### src/rtl/mvm_mac_ctrl.sv
// mvm_mac_ctrl: sequences a pipelined 10x10 saturating MAC to compute y = M*x.
// Loads M (row-major) then x into external sync-read memories, streams one
// row of operands per pass into the MAC, counts MAC result strobes to know
// when the row is complete, and hands the 20-bit result out on y_*.
module mvm_mac_ctrl #(
    parameter int ROWS = 3,
    parameter int COLS = 3,
    parameter int MA_W = $clog2(ROWS*COLS),
    parameter int XA_W = $clog2(COLS)
) (
    input  logic            clk,
    input  logic            reset,
    input  logic [9:0]      s_data,
    input  logic            s_valid,
    output logic            s_ready,
    output logic            m_wr_en,
    output logic [MA_W-1:0] m_addr,
    output logic [9:0]      m_wdata,
    input  logic [9:0]      m_rdata,
    output logic            x_wr_en,
    output logic [XA_W-1:0] x_addr,
    output logic [9:0]      x_wdata,
    input  logic [9:0]      x_rdata,
    output logic [9:0]      mac_a,
    output logic [9:0]      mac_b,
    output logic            mac_valid_in,
    output logic            mac_clear,
    input  logic [19:0]     mac_f,
    input  logic            mac_valid_out,
    output logic [19:0]     y_data,
    output logic            y_valid,
    input  logic            y_ready
);

    localparam int RW = (ROWS > 1) ? $clog2(ROWS) : 1;
    localparam int PW = $clog2(COLS + 1);

    localparam logic [MA_W-1:0] M_LAST = MA_W'(ROWS*COLS - 1);
    localparam logic [MA_W-1:0] X_LAST = MA_W'(COLS - 1);
    localparam logic [XA_W-1:0] C_LAST = XA_W'(COLS - 1);
    localparam logic [RW-1:0]   R_LAST = RW'(ROWS - 1);
    localparam logic [PW-1:0]   P_DONE = PW'(COLS);

    // CLR_ROW is the single-cycle MAC clear that follows each accepted result.
    typedef enum logic [2:0] {
        CLEAR_INIT,
        LOAD_M,
        LOAD_X,
        ISSUE,
        DRAIN,
        OUT,
        CLR_ROW
    } state_t;

    state_t          state, state_nxt;
    logic [MA_W-1:0] wcnt;
    logic [RW-1:0]   row;
    logic [XA_W-1:0] col;
    logic [PW-1:0]   pcnt;
    logic            issue_d;
    logic [MA_W-1:0] rd_addr;

    // Row-major matrix read address for the element being issued.
    assign rd_addr = MA_W'(row) * MA_W'(COLS) + MA_W'(col);

    // Memory read data lands one cycle after the issue; forward it straight to the MAC.
    assign mac_a        = m_rdata;
    assign mac_b        = x_rdata;
    assign mac_valid_in = issue_d;
    assign m_wdata      = s_data;
    assign x_wdata      = s_data;

    // State register.
    always_ff @(posedge clk or negedge reset) begin
        if (!reset) state <= CLEAR_INIT;
        else        state <= state_nxt;
    end

    // Next-state logic.
    always_comb begin
        state_nxt = state;
        case (state)
            CLEAR_INIT: state_nxt = LOAD_M;
            LOAD_M:     if (s_valid && wcnt == M_LAST) state_nxt = LOAD_X;
            LOAD_X:     if (s_valid && wcnt == X_LAST) state_nxt = ISSUE;
            ISSUE:      if (col == C_LAST) state_nxt = DRAIN;
            DRAIN:      if (pcnt == P_DONE) state_nxt = OUT;
            OUT:        if (y_ready) state_nxt = CLR_ROW;
            CLR_ROW:    state_nxt = (row == R_LAST) ? LOAD_M : ISSUE;
            default:    state_nxt = CLEAR_INIT;
        endcase
    end

    // Output decode: handshakes, memory strobes/addresses, MAC clear, result valid.
    always_comb begin
        s_ready   = 1'b0;
        m_wr_en   = 1'b0;
        x_wr_en   = 1'b0;
        m_addr    = '0;
        x_addr    = '0;
        mac_clear = 1'b0;
        y_valid   = 1'b0;
        case (state)
            CLEAR_INIT: mac_clear = 1'b1;
            LOAD_M: begin
                s_ready = 1'b1;
                m_wr_en = s_valid;
                m_addr  = wcnt;
            end
            LOAD_X: begin
                s_ready = 1'b1;
                x_wr_en = s_valid;
                x_addr  = wcnt[XA_W-1:0];
            end
            ISSUE: begin
                m_addr = rd_addr;
                x_addr = col;
            end
            OUT:     y_valid   = 1'b1;
            CLR_ROW: mac_clear = 1'b1;
            default: ;
        endcase
    end

    // Load word counter, row/col issue counters, and MAC strobe counter.
    always_ff @(posedge clk or negedge reset) begin
        if (!reset) begin
            wcnt <= '0;
            row  <= '0;
            col  <= '0;
            pcnt <= '0;
        end else begin
            case (state)
                LOAD_M: if (s_valid) wcnt <= (wcnt == M_LAST) ? '0 : wcnt + 1'b1;
                LOAD_X: if (s_valid) begin
                    if (wcnt == X_LAST) begin
                        wcnt <= '0;
                        row  <= '0;
                        col  <= '0;
                    end else begin
                        wcnt <= wcnt + 1'b1;
                    end
                end
                ISSUE:   col <= (col == C_LAST) ? '0 : col + 1'b1;
                CLR_ROW: begin
                    row <= (row == R_LAST) ? '0 : row + 1'b1;
                    col <= '0;
                end
                CLEAR_INIT: wcnt <= '0;
                default: ;
            endcase
            // Strobes may already arrive while the row is still issuing.
            if (state == ISSUE || state == DRAIN) begin
                if (mac_valid_out && pcnt != P_DONE) pcnt <= pcnt + 1'b1;
            end else begin
                pcnt <= '0;
            end
        end
    end

    // Operand valid trails the read issue by the memory latency.
    always_ff @(posedge clk or negedge reset) begin
        if (!reset) issue_d <= 1'b0;
        else        issue_d <= (state == ISSUE);
    end

    // Capture the finished row sum one cycle after its final strobe.
    always_ff @(posedge clk or negedge reset) begin
        if (!reset)                                y_data <= '0;
        else if (state == DRAIN && pcnt == P_DONE) y_data <= mac_f;
    end

endmodule

### config.mk
export PLATFORM = sky130hd
export DESIGN_NAME = mvm_mac_ctrl
export DESIGN_NICKNAME = d
export VERILOG_FILES = /design/src/rtl/mvm_mac_ctrl.sv
export SDC_FILE = /design/constraint.sdc
export NUM_CORES = 1
export LEC_CHECK = 0
export CORE_UTILIZATION = 36
export DETAILED_ROUTE_END_ITERATION = 10
export PLACE_DENSITY_LB_ADDON = 0.12
export SYNTH_ARGS = -nofsm -noshare
export SYNTH_HDL_FRONTEND = slang
export SYNTH_SLANG_ARGS = --single-unit
### constraint.sdc
create_clock -name clk -period 5 [get_ports clk]
set_input_delay 1.5 -clock clk [delete_from_list [all_inputs] [get_ports clk]]
set_output_delay 1.5 -clock clk [all_outputs]
set_load 0.01 [all_outputs]
After elaboration in Yosys (flattened, before gate mapping)
Index checks and enable logic that the tools add are counted.

storage, ports and cells
  memory bits (writable) = 0
  ROM bits = 0
  memories kept = 0
  word-level logic and storage cells = 76
  bits in latches = 0
  bits in registers = 34

cells by class
  divide/modulo/power cells = 0
  shift-type cells = 0
  magnitude comparators = 0
  multiply operators = 1
  reductions and logical operators = 15
  equality and inequality tests = 21
  add/subtract/negate cells = 5
  mux-type cells = 27
  bitwise logic cells = 0

operators with widths
  kind                                                                   number
  3-bit one-hot mux with 7 select lines                                  1
  2-bit != test, second input constant                                   9
  4-bit 2-to-1 mux                                                       4
  3-bit 2-to-1 mux                                                       5
  2-bit 2-to-1 mux                                                       7
  4-bit one-hot mux with 3 select lines                                  1
  3-bit equality test, second input constant                             3
  3-bit AND reduction                                                    3
  2-bit one-hot mux with 2 select lines                                  2
  4-bit one-hot mux with 2 select lines                                  1
  2-bit by 1-bit adder with 2-bit output, second input constant          3
  2-bit equality test, second input constant                             3
  3-bit by 2-bit equality test with 1-bit output, second input constant  2
  2-bit one-hot mux with 3 select lines                                  1
  3-bit nonzero test                                                     2
  1-bit 2-to-1 mux                                                       5
  5-bit AND reduction                                                    1
  4-bit by 1-bit adder with 4-bit output, second input constant          1
  4-bit by 2-bit adder with 4-bit output                                 1
  4-bit by 2-bit equality test with 1-bit output, second input constant  1
  4-bit equality test, second input constant                             1
  1-bit logical AND                                                      4
  2-bit by 2-bit multiplier with 4-bit output, second input constant     1
  2-bit OR reduction                                                     2
  other kinds (5)                                                        5

Depth between registers and ports, before layout
Gate-level depths: netlist (run 1).

  word-level depth = 4
  gate-level depth with buffers = 6
  depth with buffers taken out = 6

Worst setup path after synthesis (run 1)
OpenSTA, ideal clock, no wires.

  kind = register -> output
  from = register row[0]
  to = output port m_addr[2]
  buffers on the path = 0
  stages on the path, launching flop included = 6
  data arrival time = 1.929 ns
  setup slack = 1.571 ns
  path through = dfrtp_1 > fa_1 > ha_1 > inv_1 > fa_1 > a211oi_1

between the ends
  cells in the longest elaborated chain, start to end = 3

RTL lines
  item                                         RTL line  RTL
  from (decl)                                  57        logic [RW-1:0] row;
  from (signal assigned)                       146       row <= (row == R_LAST) ? '0 : row + 1'b1;
  2-bit by 2-bit multiplier with 4-bit output  64        assign rd_addr = MA_W'(row) * MA_W'(COLS) + MA_W'(col);
  4-bit by 2-bit adder with 4-bit output       64
  4-bit one-hot mux with 2 select lines        103       case (state)
  to (decl)                                    17        output logic [MA_W-1:0] m_addr,

Every way passes these cells.

Worst setup path after layout (run 1)
  from = input port s_valid
  to = output port m_wr_en

between the ends
  cells in the longest elaborated chain, start to end = 1

RTL lines
  item              RTL line  RTL
  from (decl)       14        input logic s_valid,
  1-bit 2-to-1 mux  103
  to (decl)         16        output logic m_wr_en,

Every way passes these cells.

==> results.txt, run 1 <==
- Measured on the finished design, the core utilization comes to 0.4554.
- Setup repair after global routing left no endpoint under its margin.
- Hold repair after CTS inserted 0 buffers.
- Required time of the critical path: 3500 ps
- STA classifies the critical path endpoint as a primary output.
* Mean Syn Cell Area: 10.32 sq um
- The critical path is of the in2out type.
- Total power for the finished layout comes to 1.199 mW.
* Synthesized netlist net count: 270
- Outcome: completed
- Setup violations remaining at the end of the flow were counted as 0.
- In this run, post-CTS repair resized a total of 0 instances.
- Final WS setup: 668.0 ps
- The number of pins exceeding their max-slew limit in the final report came to 0.
- Once the clock tree was built, the setup fixing pass inserted 0 buffers.
* Static Leak: 1.125 nW
- Total clock buffers created by CTS: 5
- Counting flops and latches in the post-synthesis netlist gives 34.
- For the pin with the worst max-slew slack, the measured transition is 874.5 ps.
- Number of iterations in the first detailed-routing pass: 4
* Kind of start point of the critical path: input port
* Fillcell total: 523
- Power spread over the standard cell area amounts to 472.2 nW/um^2.
- The repair_antennas step left the layout with diodes totalling 0.
* First-pass GRT wire length: 6969 microns
- Derived from the worst setup path, the maximum achievable clock frequency is 230.8 MHz.
- Antenna violations before repair: 0
- TritonCTS Sinks: 34
- Placement Rows: 27
- The clock passes through at most 2 buffers.
* Deepest level of the CTS H-tree: 2
- Placed cells: 285
- WL per Instance: 14.11 microns
- Buf/Inv on CP: 2
- In the global route stage, overall resource usage came out at 0.1447.
* Via count of the first global-routing pass: 1,496
- Counting distinct cell types in the post-synthesis netlist gives 39.
- IR analysis of the VDD net gives a maximum drop of 0.2404 mV.
- Most prevalent standard cell on the critical path: sky130_fd_sc_hd__clkdlybuf4s50_1
- Residual DRC: 0
- Between clock sinks in the finished design, the worst skew comes to 5.559 ps.
- Grouping stages by cell kind, the critical path spends the most delay in buffers and inverters.
* Die Y-Extent: 78.48 microns
- Share of the yosys chip area belonging to registers: 0.4040
* Synthesized area: 2106 sq um
- After clock tree synthesis, the clock-pin slew on the worst setup and hold paths is 70 ps.
- Count of max-cap constraint violations: 0
- Clock Latency Late Sink: 280 ps
- Total number of yosys warnings: 0
- Post-placement worst setup slack: 664.9 ps
- In this design, the stage delay of the slowest critical-path cell is 570 ps.
* Ports: 127
* Remaining number of nets flagged by the antenna check after routing: 0
- Endpoint arrival time on the critical path: 2830 ps
* Residual overflow from global routing: 0
- Counting I/O delays and the setup requirement, the final critical path takes 4332 ps.
* Rel. slew slack: 0.4170
- Biggest fanout along the worst timing path: 6
- Placeable core region: 5574 sq um
* Total negative slack for setup checks: 0 ps
* Drt total wl: 4134 microns
- Final hold viol count: 0
* Cell with the biggest individual delay on the critical path: sky130_fd_sc_hd__clkdlybuf4s50_1
* Vias per std cell: 4.918
* Share of layout cells above drive strength 1: 0.1403
* Area growth, synth to finish: 20.56%
* Largest net degree at the start of global routing: 35
- From left edge to right edge, the die measures 78.48 microns.
* Class of the most critical hold timing path: reg2reg
- TritonCTS clock tree: built
- Post-synthesis cell count: 204
- Once layout is complete, the cells apart from fillers number 293.
- The final layout contains 286 nets.
- Fin area: 2539 sq um
- Walking the worst path, the cells encountered are clkdlybuf4s50_1 -> nor3b_1 -> clkdlybuf4s50_1.
- The congestion estimate from routability-driven global placement came to 0.7984.
- Floorplan die area: 6159 sq um
- Share of the cycle needed by the critical path after routing: 0.8664
- Summing all multi-input logic gate instances after layout gives 889.6 sq um.
- Across the whole layout, storage elements account for 850.8 sq um.
- PortBufs: 56
* Initial core utilization: 0.3778
- Via Count: 1,441
- The tightest hold path in the finished design has a slack of 504.7 ps.
- The tree is rooted in a sky130_fd_sc_hd__clkbuf_8.
- The wire-length estimate of the detail-placed layout is 3088 microns.
* Placed Area: 2429 sq um
- Number of violations reported at the end of detailed-routing iteration 0: 22
report_power, final:
group          internal [mW]  leakage [nW]  switching (mW)
combinational          0.281         0.607           0.244
sequential             0.325         0.460           0.114
clock                  0.139        0.0575          0.0955
worst reg2reg max path, stage by stage, from the launching register on:
cell and delay, ps:
sky130_fd_sc_hd__dfrtp_1 610, sky130_fd_sc_hd__nor2_1 220, sky130_fd_sc_hd__and3_1 760, sky130_fd_sc_hd__mux2_2 420
cells by family after synthesis:
family          Yosys count  share of synthesized area
fa+ha+maj                11                    0.07249
buf+inv                  56                     0.1735
mux                      27                     0.1408
compound gates           24                    0.07546
xor+xnor                  2                   0.008320
simple gates             50                     0.1254
flops                    34                     0.4040
synthesized netlist by cell type:
library cell	n	area, sq um
sky130_fd_sc_hd__and4bb_2	1	12.51
sky130_fd_sc_hd__and2_1	2	12.51
sky130_fd_sc_hd__mux2_2	20	225.2
sky130_fd_sc_hd__nand3_1	1	5.000
sky130_fd_sc_hd__mux2i_1	6	60.06
sky130_fd_sc_hd__o21bai_1	1	7.510
sky130_fd_sc_hd__ha_1	9	112.6
sky130_fd_sc_hd__and3_1	2	12.51
sky130_fd_sc_hd__clkbuf_1	2	7.510
sky130_fd_sc_hd__o31ai_1	1	7.510
sky130_fd_sc_hd__nand2_1	10	37.54
sky130_fd_sc_hd__a21oi_1	2	10.01
sky130_fd_sc_hd__or2_1	1	6.260
sky130_fd_sc_hd__a32o_1	2	20.02
sky130_fd_sc_hd__o221ai_1	1	8.760
sky130_fd_sc_hd__xnor2_1	2	17.52
sky130_fd_sc_hd__a31oi_1	1	6.260
sky130_fd_sc_hd__buf_2	4	20.02
sky130_fd_sc_hd__and3b_1	1	8.760
sky130_fd_sc_hd__or3b_1	1	8.760
sky130_fd_sc_hd__dfrtp_1	34	850.8
sky130_fd_sc_hd__a211oi_1	2	15.01
sky130_fd_sc_hd__nand2b_1	4	25.02
sky130_fd_sc_hd__o21ai_1	1	5.000
sky130_fd_sc_hd__fa_1	2	40.04
sky130_fd_sc_hd__o2bb2ai_1	1	8.760
sky130_fd_sc_hd__nand4b_1	1	8.760
sky130_fd_sc_hd__buf_1	2	7.510
sky130_fd_sc_hd__inv_1	8	30.03
sky130_fd_sc_hd__o21ai_0	9	45.04
sky130_fd_sc_hd__nor3_1	4	20.02
sky130_fd_sc_hd__buf_4	40	300.3
sky130_fd_sc_hd__nor2b_1	3	18.77
sky130_fd_sc_hd__mux2_1	1	11.26
sky130_fd_sc_hd__nor2_1	16	60.06
sky130_fd_sc_hd__a22oi_1	1	7.510
sky130_fd_sc_hd__a2bb2oi_1	2	17.52
sky130_fd_sc_hd__nor3b_1	2	15.01
sky130_fd_sc_hd__nor4_2	1	12.51
final cells by class:
type,instances,share of cell area
clock buffers,8,0.04337
inverters,8,0.01183
multi-input cells,114,0.3504
flip-flops and latches,34,0.3351
well taps,72,0.03549
repair buffers,57,0.2238
path summary, 6_finish.rpt:
kind                            startpoint          to  slack, ps  cells after the start
worst max-delay path               s_valid     m_wr_en        670                      3
worst min-delay path            y_data[14]  y_data[14]        500                      1
max in group asynchronous            reset     wcnt[1]       3060                      2
worst min register to register  y_data[14]  y_data[14]        500                      1
worst max register to register    state[0]  y_data[10]       2870                      3
min in group asynchronous            reset   y_data[2]       1630                      2
per-layer routing:
layer	GRT usage	vias up	routed length, microns
met4	0.06111	0	72
li1	-	680	-
met2	0.2439	64	1856
met1	0.1647	685	1845
met3	0.05233	12	360
met5	0	-	0
sequential cells by signal, summed over array words and instances, names as in the netlist:
signal,cells
col,2
mac_valid_in,1
pcnt,2
row,2
state,3
wcnt,4
y_data,20
cells in the final DEF, fill, tap and decap left out, drive strengths merged, types with 2 or more instances in the layout:
cell type	n
clkdlybuf4s50	56
dfrtp	34
mux2	21
nor2	16
nand2	10
o21ai	10
ha	9
inv	8
clkbuf	8
mux2i	6
nand2b	4
nor3	4
nor2b	3
xnor2	2
a211oi	2
and3	2
nor3b	2
and2	2
a21oi	2
a2bb2oi	2
a32o	2
fa	2
Note: power is estimated with default switching activity, not from simulation.
==> run 2, diff against run 1 <==
--- a/config.mk
+++ b/config.mk
@@ -8,6 +8,7 @@
 export CORE_UTILIZATION = 36
 export DETAILED_ROUTE_END_ITERATION = 10
 export PLACE_DENSITY_LB_ADDON = 0.12
+export REMOVE_ABC_BUFFERS = 1
 export SYNTH_ARGS = -nofsm -noshare
 export SYNTH_HDL_FRONTEND = slang
 export SYNTH_SLANG_ARGS = --single-unit
==> run 2 against run 1 <==
Compared with the run above: global-route usage rose by 3.1 points; clock power fell by 12%; final cell count did not move; design area fell by 0.74%; register-to-register slack barely moved; non-clock buffer count did not move; die area did not move; maximum frequency barely moved; clock skew fell by 0.87 ps; via count rose by 3.7%; combinational power rose by 2%; core utilization fell by 0.34 points.
==> results.txt, run 2 (synthesis gave the netlist of run 1 again) <==
- The flow ran to the end, and the final reports show no timing, DRC or antenna violations.
- CP max stage delay: 570 ps (about the same)
* Critical R2R Capture: y_data[5]
- Required time of the critical path: 3500 ps (about the same)
- GR Layer Usage met2: 0.2447 (+0.0008772)
* Initial core utilization: 0.3778 (unchanged)
- Placed cells: 285 (unchanged)
- The number of buffer and inverter instances along the worst setup path was 2 (unchanged).
* Die Y-Extent: 78.48 microns (unchanged)
* Launching point of the worst reg2reg path: state[0]
* CP delay by family, top: buffers and inverters
* Placeable core region: 5574 sq um (unchanged)
- STA classifies the critical path endpoint as a primary output.
- The number of antenna violations at the first check in global routing came to 0 (unchanged).
* Non-filler instance count after layout: 293 (unchanged)
- Ranked by flip-flop count, first place goes to y_data.
* Largest registers: y_data x20, wcnt x4, state x3
* Number of cells on the worst hold path: 1 (unchanged)
- Residual overflow from global routing: 0 (unchanged)
- The length in cells of the worst reg-to-reg path was 3 (unchanged).
* Via Count: 1,494 (+3.7%)
- WL per Instance: 17.43 microns (+24%)
- Static Leak: 1.116 nW (-0.82%)
* Clock Latency Late Sink: 280 ps (about the same)
* Number of violations reported at the end of detailed-routing iteration 0: 33 (+50%)
- The met1 demand-to-capacity share in global routing is 0.2260 (+0.06131).
- Setup repair after global routing missed its margin: false
* Horizontal die dimension: 78.48 microns (unchanged)
- The number of pins exceeding their max-slew limit in the final report came to 0 (unchanged).
- STA classifies the critical path startpoint as an input port.
- Floorplan die area: 6159 sq um (unchanged)
* Worst-case clock skew: 4.688 ps (-0.8708 ps)
* Nets: 286 (unchanged)
* Biggest fanout along the worst timing path: 6 (unchanged)
- TritonCTS Sinks: 34 (unchanged)
* Flip-flop count of the largest register, all copies and words added: 20 (unchanged)
* Maximum clock insertion buffer count: 2 (unchanged)
- The setup path with the least slack is of type in2out.
- The number of buffers inserted for hold repair after clock tree synthesis is 0 (unchanged).
- Share of the cycle needed by the critical path after routing: 0.8665 (about the same)
* Register-to-register setup slack: 2880 ps (about the same)
- Worst-path clk slew: 70 ps (about the same)
* Vias per std cell: 5.099 (+3.7%)
- Worst supply voltage drop on vdd: 0.2445 mV (+1.7%)
* Leading cell type in the layout, fill and taps excluded: sky130_fd_sc_hd__clkdlybuf4s50_1
- Largest net degree at the start of global routing: 35 (unchanged)
* HPWL after DPL: 3814 microns (+24%)
- The number of buffers added by the clock tree synthesis step was 5 (unchanged).
* Post-placement worst setup slack: 671.4 ps (+6.467 ps)
* Series of cell instances along the critical path: clkdlybuf4s50_1 -> nor3b_1 -> clkdlybuf4s50_1
- The data arrival time at the worst-slack endpoint is 2830 ps (about the same).
* Class of the most critical hold timing path: reg2reg
* Final antenna diode count: 0 (unchanged)
* Drt total wl: 5107 microns (+24%)
- Area growth, synth to finish: 19.67%
- In this design, the critical path's most frequently occurring cell is sky130_fd_sc_hd__clkdlybuf4s50_1.
* M3 GR Usage: 0.1012 (+0.04884)
- Actual slew at the worst max-slew pin: 873.8 ps (-0.7267 ps)
- Maximum clock rate: 230.8 MHz (about the same)
- TritonCTS built the clock tree.
- Clock Root Buffer: sky130_fd_sc_hd__clkbuf_8
- Remaining number of nets flagged by the antenna check after routing: 0 (unchanged)
- The number of setup violations in the final report is 0 (unchanged).
- The DRC violations left is 0 (unchanged).
- Number of iterations in the first detailed-routing pass: 4 (unchanged)
* First-pass GRT wire length: 8024 microns (+15%)
* Total negative slack for setup checks: 0 ps (unchanged)
- Final WS setup: 667.4 ps (-0.5970 ps)
- The global-route usage over all layers is 0.1758 (+0.03102).
- Via count of the first global-routing pass: 1,530 (+2.3%)
- Number of instances resized during post-cts repair: 0 (unchanged)
- Final worst hold slack: 505.9 ps (+1.178 ps)
- The final hold violation count is 0 (unchanged).
- Most utilized layer in the global route result: met2
- The clock period minus final worst setup slack is 4333 ps (+0.5970 ps).
* Most frequent cells in the layout: 56 x sky130_fd_sc_hd__clkdlybuf4s50_1, 34 x sky130_fd_sc_hd__dfrtp_1, 20 x sky130_fd_sc_hd__mux2_2
* Share of layout cells above drive strength 1: 0.1357 (-0.004525)
- The total power density per cell area came to 468.7 nW/um^2 (-0.75%).
- Count of max-cap constraint violations: 0 (unchanged)
- Cell with the biggest individual delay on the critical path: sky130_fd_sc_hd__clkdlybuf4s50_1
- Placement Rows: 27 (unchanged)
- The weighted congestion at the end of routability-driven global placement came to 0.7638 (-4.3%).
* PortBufs: 56 (unchanged)
- The remaining max-slew budget at the tightest pin is 0.4175 (+0.0004840).
- The post-CTS setup repair buffer count was 0 (unchanged).
- Launch point of the worst hold path: y_data[6]
- Deepest level of the CTS H-tree: 2 (unchanged)
* Ports: 127 (unchanged)
* End point of the most critical hold path: y_data[6]
run 2: cell count changes in the layout (fill, tap and decap cells not counted), sizes merged:
| cell | before | now |
|---|---|---|
| clkinv | 0 | 1 |
| clkbuf | 8 | 7 |
run 2: worst max path at each step:
stage             from         to  cells past startpoint
5_1_grt        s_valid    m_wr_en                      3
4_1_cts         row[0]  m_addr[2]                      6
3_3_place_gp   s_valid    m_wr_en                      3
3_5_place_dp   s_valid    m_wr_en                      3
2_1_floorplan   row[0]  m_addr[2]                      5
6_report       s_valid    m_wr_en                      3
run 2: where the power goes:
part           leakage, nW  internal [mW]  switching [mW]
Clock               0.0482          0.111          0.0954
Sequential           0.460          0.325           0.115
Combinational        0.607          0.283           0.251
Total                 1.12          0.719           0.462
run 2: per-layer routing:
metal | share of wire | wire [microns]
met1 | 0.44 | 2271
met2 | 0.42 | 2166
met3 | 0.12 | 614
met4 | 0.011 | 55
met5 | 0 | 0
run 2: final cells by class:
cell class	count	area, sq um
flip-flops and latches	34	850.8
well taps	72	90.09
clock buffers	7	86.33
multi-input cells	114	889.6
fillers	543	3054
inverters	8	30.03
repair buffers	57	568.0
clock inverters	1	5.005
run 2: metrics by stage:
| stage | total power, mW | utilization | area (sq um) |
|---|---|---|---|
| 6_report | 1.181 | 0.4521 | 2520 |
| 5_1_grt | 1.275 | 0.4521 | 2520 |
| 4_1_cts | 1.200 | 0.4521 | 2520 |
| 3_5_place_dp | 0.9834 | 0.4357 | 2429 |
| 3_3_place_gp | 0.9624 | 0.4357 | 2429 |
| 2_1_floorplan | 0.7450 | - | 1770 |
==> run 3, diff against run 2 <==
--- a/config.mk
+++ b/config.mk
@@ -5,6 +5,7 @@
 export SDC_FILE = /design/constraint.sdc
 export NUM_CORES = 1
 export LEC_CHECK = 0
+export CAP_MARGIN = 20
 export CORE_UTILIZATION = 36
 export DETAILED_ROUTE_END_ITERATION = 10
 export PLACE_DENSITY_LB_ADDON = 0.12
==> results of run 3 <==
Final layout, timing and power as in run 2 (identical DEF).
